`src/rtl/mem_ctrl.sv`:
```
// mem_ctrl: arbitrates instruction fetch and load/store traffic onto one byte-wide RAM port,
// keeping the last fetched word in a one-entry fetch buffer.
module mem_ctrl #(
    parameter int ADDR_WIDTH = 32
) (
    input  logic                  clk,
    input  logic                  rst_n,
    input  logic                  if_req,
    input  logic [ADDR_WIDTH-1:0] if_pc,
    input  logic                  if_flush,
    output logic                  if_done,
    output logic [31:0]           if_inst,
    input  logic                  mem_req,
    input  logic                  mem_we,
    input  logic [ADDR_WIDTH-1:0] mem_addr,
    input  logic [2:0]            mem_len,
    input  logic [31:0]           mem_wdata,
    output logic                  mem_done,
    output logic [31:0]           mem_rdata,
    output logic [ADDR_WIDTH-1:0] ram_a,
    output logic                  ram_wr,
    output logic [7:0]            ram_dout,
    input  logic [7:0]            ram_din
);
    typedef enum logic [1:0] {IDLE, IF_RD, MEM_RD, MEM_WR} state_t;
    state_t                  state;
    logic [2:0]              cnt, len, cnt1;
    logic [1:0]              bi;
    logic [ADDR_WIDTH-1:0]   base, buf_tag, nxt_a;
    logic [31:0]             asm_q, asm_nxt, buf_inst;
    logic                    buf_valid, wr_hit, hit_now;

    assign if_done = if_req & buf_valid & (buf_tag == if_pc);
    assign if_inst = if_done ? buf_inst : '0;
    assign cnt1    = cnt + 3'd1;
    assign bi      = 2'(cnt - 3'd1);
    assign nxt_a   = base + ADDR_WIDTH'(cnt1);
    assign hit_now = ram_a[ADDR_WIDTH-1:2] == buf_tag[ADDR_WIDTH-1:2];

    // In read states, cnt = k means ram_din carries byte k-1 this cycle
    always_comb begin
        asm_nxt = asm_q;
        asm_nxt[{bi, 3'b000} +: 8] = ram_din;
    end

    always_ff @(posedge clk or negedge rst_n) begin
        if (!rst_n) begin
            state     <= IDLE;
            cnt       <= '0;
            len       <= '0;
            base      <= '0;
            asm_q     <= '0;
            buf_valid <= 1'b0;
            buf_tag   <= '0;
            buf_inst  <= '0;
            wr_hit    <= 1'b0;
            ram_a     <= '0;
            ram_wr    <= 1'b0;
            ram_dout  <= '0;
            mem_done  <= 1'b0;
            mem_rdata <= '0;
        end else begin
            mem_done <= 1'b0;
            case (state)
                IDLE: begin
                    cnt <= '0;
                    if (mem_req && !mem_done) begin
                        state    <= mem_we ? MEM_WR : MEM_RD;
                        base     <= mem_addr;
                        len      <= mem_len;
                        ram_a    <= mem_addr;
                        ram_wr   <= mem_we;
                        ram_dout <= mem_we ? mem_wdata[7:0] : 8'h00;
                        asm_q    <= mem_we ? mem_wdata >> 8 : 32'h0;
                        wr_hit   <= 1'b0;
                    end else if (if_req && !if_done && !if_flush) begin
                        state <= IF_RD;
                        base  <= if_pc;
                        len   <= 3'd4;
                        ram_a <= if_pc;
                        asm_q <= '0;
                    end
                end
                IF_RD, MEM_RD: begin
                    cnt   <= cnt1;
                    ram_a <= (cnt1 < len) ? nxt_a : '0;
                    if (cnt != 3'd0)
                        asm_q <= asm_nxt;
                    if (state == IF_RD && if_flush) begin
                        state <= IDLE;
                        cnt   <= '0;
                        ram_a <= '0;
                    end else if (cnt == len) begin
                        state <= IDLE;
                        cnt   <= '0;
                        if (state == IF_RD) begin
                            buf_valid <= 1'b1;
                            buf_tag   <= base;
                            buf_inst  <= asm_nxt;
                        end else begin
                            mem_done  <= 1'b1;
                            mem_rdata <= asm_nxt;
                        end
                    end
                end
                MEM_WR: begin
                    wr_hit <= wr_hit | hit_now;
                    if (cnt1 == len) begin
                        state    <= IDLE;
                        cnt      <= '0;
                        ram_a    <= '0;
                        ram_wr   <= 1'b0;
                        ram_dout <= '0;
                        mem_done <= 1'b1;
                        if (wr_hit || hit_now)
                            buf_valid <= 1'b0;
                    end else begin
                        cnt      <= cnt1;
                        ram_a    <= nxt_a;
                        ram_dout <= asm_q[7:0];
                        asm_q    <= asm_q >> 8;
                    end
                end
                default: state <= IDLE;
            endcase
        end
    end
endmodule

```
`config.mk`:
```
export PLATFORM = sky130hd
export DESIGN_NAME = mem_ctrl
export DESIGN_NICKNAME = d
export VERILOG_FILES = /design/src/rtl/mem_ctrl.sv
export SDC_FILE = /design/constraint.sdc
export NUM_CORES = 1
export LEC_CHECK = 0
export ABC_AREA = 0
export CAP_MARGIN = 25
export CORE_AREA = 2 2 144 146
export DETAILED_ROUTE_END_ITERATION = 7
export DIE_AREA = 0 0 146 148
export PLACE_DENSITY = 0.85
export SLEW_MARGIN = 20
export SYNTH_ARGS = -nofsm -noshare
export SYNTH_HDL_FRONTEND = slang
export SYNTH_SLANG_ARGS = --single-unit
```
`constraint.sdc`:
```
create_clock -name clk -period 6.51 [get_ports clk]
set_input_delay 0.651 -clock clk [delete_from_list [all_inputs] [get_ports clk]]
set_output_delay 0.651 -clock clk [all_outputs]
set_load 0.01 [all_outputs]
```
After elaboration in Yosys (flattened, before gate mapping)
Cells that the tools add are included.
{ "word_totals": {"out_inout_bits": 107, "input_bits": 113, "word_cells": 112, "ff_bits": 212} }
{ "op_classes": {"order_cmp": 1, "shifts": 2, "bitwise_logic": 5, "mux": 47, "n_reduce_logical": 22, "addsub": 4, "n_eq_ne": 17} }
{ "ops": {"columns": ["op", "n"], "rows": [
  ["$mux W32", 10],
  ["$pmux W32 S3", 2],
  ["$add A32 B3 Y32", 1],
  ["$bwmux W32", 1],
  ["$eq A32 B32 Y1", 1],
  ["$shift A8 B7 Y32 const A", 1],
  ["$shiftx A8 B7 Y32", 1],
  ["$eq A30 B30 Y1", 1],
  ["$mux W24", 1],
  ["$mux W8", 3],
  ["$ne A2 B2 Y1 const B", 8],
  ["$pmux W8 S2", 1],
  ["$mux W3", 5],
  ["$mux W1", 13],
  ["$mux W2", 5],
  ["$pmux W3 S3", 1],
  ["$reduce_and A3 Y1", 3],
  ["$pmux W1 S2", 4],
  ["$reduce_and A4 Y1", 2],
  ["$neg A5 Y7", 1],
  ["$eq A3 B3 Y1", 2],
  ["$ne A3 B3 Y1 const B", 2],
  ["$pmux W2 S3", 1],
  ["$reduce_and A6 Y1", 1],
  ["16 further kinds", 27]
]} }

Longest topological paths before layout
{ "logic_depth": {"ltp_word": 8, "depth_mapped": 11, "mapped_depth_nobuf": 9} }

Worst setup path before layout
Ideal clock, no wire load.
{ "synth_timing": {"path_kind": "input to output", "startpoint": "input if_pc[23]", "endpoint": "output if_inst[22]", "n_path_buf": 1, "required_ps": 5859, "arrival_time_ps": 2133, "slack_ps": 3726, "stages": 7, "path_cell_list": "inv_1 o211ai_1 nor4_1 nand3_1 nor4_2 buf_2 and2_1"} }
{ "synth_between": {"elab_chain_len": 3} }
{ "synth_lines": {"columns": ["item", "line", "text"], "rows": [
  ["start: declaration", "9", "input logic [ADDR_WIDTH-1:0] if_pc,"],
  ["$eq A32 B32 Y1", "33", "assign if_done = if_req & buf_valid & (buf_tag == if_pc);"],
  ["$and A1 B1 Y1", "33", null],
  ["via if_done", "11", "output logic if_done,"],
  ["$mux W32", "34", "assign if_inst = if_done ? buf_inst : '0;"],
  ["end: declaration", "12", "output logic [31:0] if_inst,"]
]} }
The timed path passes the listed nets, and every way through them passes these cells.

Worst setup path in the final report
{ "layout_timing": {"startpoint": "input if_pc[2]", "endpoint": "output if_inst[3]"} }
{ "layout_between": {"elab_chain_len": 3} }
{ "layout_lines": {"columns": ["item", "line"], "rows": [
  ["$eq A32 B32 Y1", "33"],
  ["$and A1 B1 Y1", "33"],
  ["$mux W32", "34"]
]} }
Every way passes these cells.

==> impl_metrics.tcl <==
set metrics [dict create \
    seq_area_frac_synth_pct 48.06 \
    hp-class "in2async" \
    status "completed" \
    crit_fanout 33 \
    end_kind "output port" \
    synth.area.top_cells "dfrtp_1 (48%), mux2_2 (7.1%), xnor2_1 (6.0%)" \
    yosys-top-cells-count "dfrtp_1 (212), nor2_1 (107), a21oi_1 (104)" \
    placed_area_mm2 0.01342 \
    crit_buf_inv 3 \
    routedWlPerCell_um 21.30 \
    area_delta_synth_final_pct 28.86 \
    synth_edf_count 0 \
    power_leakage_nw 6.199 \
    overflow 0 \
    tightest_slew_ns 1.110 \
    cts_root_buf "clkbuf_16" \
    design.core.area_mm2 0.02004 \
    antenna_found_initial 1 \
    gp_congestion 0.8890 \
    grt_max_degree 92 \
    io_pins 220 \
    track_usage_pct 30.47 \
    synth_top_area_share_pct 48.06 \
    dieHeight_um 148 \
    synthCells 1084 \
    grt_pass1_wl_um 51740 \
    clkSinkCount 212 \
    synth_cell_type_count 50 \
    crit_slowest_cell "clkdlybuf4s50_1" \
    drv_cap 0 \
    cpMostUsedCell "clkdlybuf4s50_1" \
    whs_ns 0.2236 \
    drive_gt1_share_pct 10.90 \
    drt_iter0_drc 859 \
    setup-tns-final_ns 0 \
    port_buffers 219 \
    cts_buffers 23 \
    async_flop_share_pct 100.0 \
    yosysMostFrequentCell "dfrtp_1" \
    drt-pass1-iter-count 6 \
    maxSlewViolCount 0 \
    hold_buffers 0 \
    vias_per_cell 6.033 \
    start_util_pct 55.09 \
    finalHoldViolCount 0 \
    fp.dieArea_mm2 0.02161 \
    synth_warnings 0 \
    synth_top_area_cell "dfrtp_1" \
    synth_nets 1214 \
    cts.path.max_buffers 3 \
    max_stage_delay_ns 0.53 \
    post_cts_resized 0 \
    netlist_area_mm2 0.01104 \
    path_delay_family "buffers and inverters" \
    startpoint_type "input port" \
    irDropWorstVdd_mv 0.2493 \
    timing.setup.critical_path_class "in2out" \
    cts_tree "yes" \
    setup_violations 0 \
    htree_levels 1 \
    fmax_mhz 236.4 \
    fin_nets 1408 \
    place_hpwl_um 23070 \
    yosys_register_bits 212 \
    cts_post_setup_buffers_inserted 0 \
    synth_ff_type "dfrtp_1" \
    die_x_um 146 \
    relSlewSlack_pct 26.00 \
    grt_pass1_vias 9288 \
    path_clk_slew_ns 0.05 \
    period_minus_slack_ns 4.229 \
    cp.required_ns 5.86 \
    crit_chain "clkdlybuf4s50_1 > xnor2_1 > nand4_1 > nor4_1 > nand3_1 > nor4_4 > buf_4 > and2_1 > clkdlybuf4s50_1" \
    worstSkewPairLatency_ns 0.51 \
    drc 0 \
    syn_area_per_cell_um2 10.18 \
    ant_nets 0 \
    grt_setup_unrepaired "no" \
    final_area_mm2 0.01422 \
    final_core_util_pct 70.99 \
    finClkSkew_ns 0.008180 \
    p_per_area_mw_per_mm2 451.0 \
    routed_wl_um 33330 \
    vias 9441 \
    cp.arrival_ns 3.58 \
    core.rowCount 52 \
    period_share_pct 64.97 \
]
metrics by stage:
step | worst slack, ns | cells | power, W
after detailed placement | 2.358 | 1519 | 0.005024
after CTS | 2.324 | 1560 | 0.006360
after floorplan | 3.726 | 1084 | 0.003928
after global routing | 2.093 | 1564 | 0.006744
final | 2.281 | 1565 | 0.006416
after global placement | 2.447 | 1519 | 0.004929
placed cells by master (no fill, tap or decap), drive strengths merged, types with 11 or more instances in the layout:
| cell | instances |
|---|---|
| buf | 13 |
| dfrtp | 212 |
| nor2b | 39 |
| nand4 | 19 |
| nor4 | 15 |
| mux2 | 70 |
| xnor2 | 75 |
| mux2i | 19 |
| a211o | 11 |
| ha | 16 |
| nor3b | 25 |
| nor2 | 107 |
| a21oi | 104 |
| a21o | 19 |
| a221o | 21 |
| and2 | 33 |
| clkdlybuf4s50 | 218 |
| nand2 | 77 |
| nor3 | 11 |
| xor2 | 19 |
| a22oi | 32 |
| inv | 12 |
| o21ai | 38 |
| clkbuf | 32 |
flip-flops by register name, indices dropped and copies added (netlist names):
name,flops
asm_q,32
base,32
buf_inst,32
buf_tag,32
buf_valid,1
cnt,3
len,3
mem_done,1
mem_rdata,32
ram_a,32
ram_dout,8
ram_wr,1
state,2
wr_hit,1
routing by layer:
metal / vias up / global-route usage, % / part of all wire [%]
li1: 4217 / - / -
met4: 0 / 10.15 / 3.3
met5: - / 0 / 0
met1: 4566 / 40.11 / 39
met3: 87 / 5.278 / 9.6
met2: 571 / 51.60 / 49
logic make-up after synthesis:
logic type      Yosys count  share of synthesized area [%]
simple gates            352                          16.52
compound gates          244                          14.17
flops                   212                          48.06
xor+xnor                 94                          7.458
mux                      89                          8.863
buf+inv                  76                          2.936
fa+ha+maj                17                          1.995
path summary, 6_finish.rpt:
kind                             startpoint           end  slack, ns  depth (start not counted)
worst min register to register  ram_dout[4]   ram_dout[4]       0.48                          2
worst max register to register       cnt[0]     ram_a[31]       2.82                          8
max in group asynchronous             rst_n  mem_rdata[5]       4.99                          2
worst min-delay path                  rst_n  buf_inst[31]       0.22                          1
min in group clk                ram_dout[4]   ram_dout[4]       0.48                          2
worst max-delay path               if_pc[2]    if_inst[3]       2.28                          9
power by group:
group,switching (W),leakage [nW],total [W],internal [W]
sequential,0.000519,2.70,0.00237,0.00185
combinational,0.00143,3.12,0.00275,0.00131
clock,0.000527,0.375,0.00130,0.000772
total,0.00248,6.20,0.00642,0.00394
cell type report:
| class | instances | area (um2) |
|---|---|---|
| Inverter | 12 | 45.04 |
| Antenna cell | 1 | 2.502 |
| Fill cell | 1439 | 5814 |
| Clock inverter | 11 | 107.6 |
| Tap cell | 270 | 337.8 |
| Clock buffer | 30 | 641.9 |
| Timing Repair Buffer | 233 | 2322 |
| Multi-Input combinational cell | 796 | 5463 |
| Sequential cell | 212 | 5305 |
(Power assumes the default switching activity.)
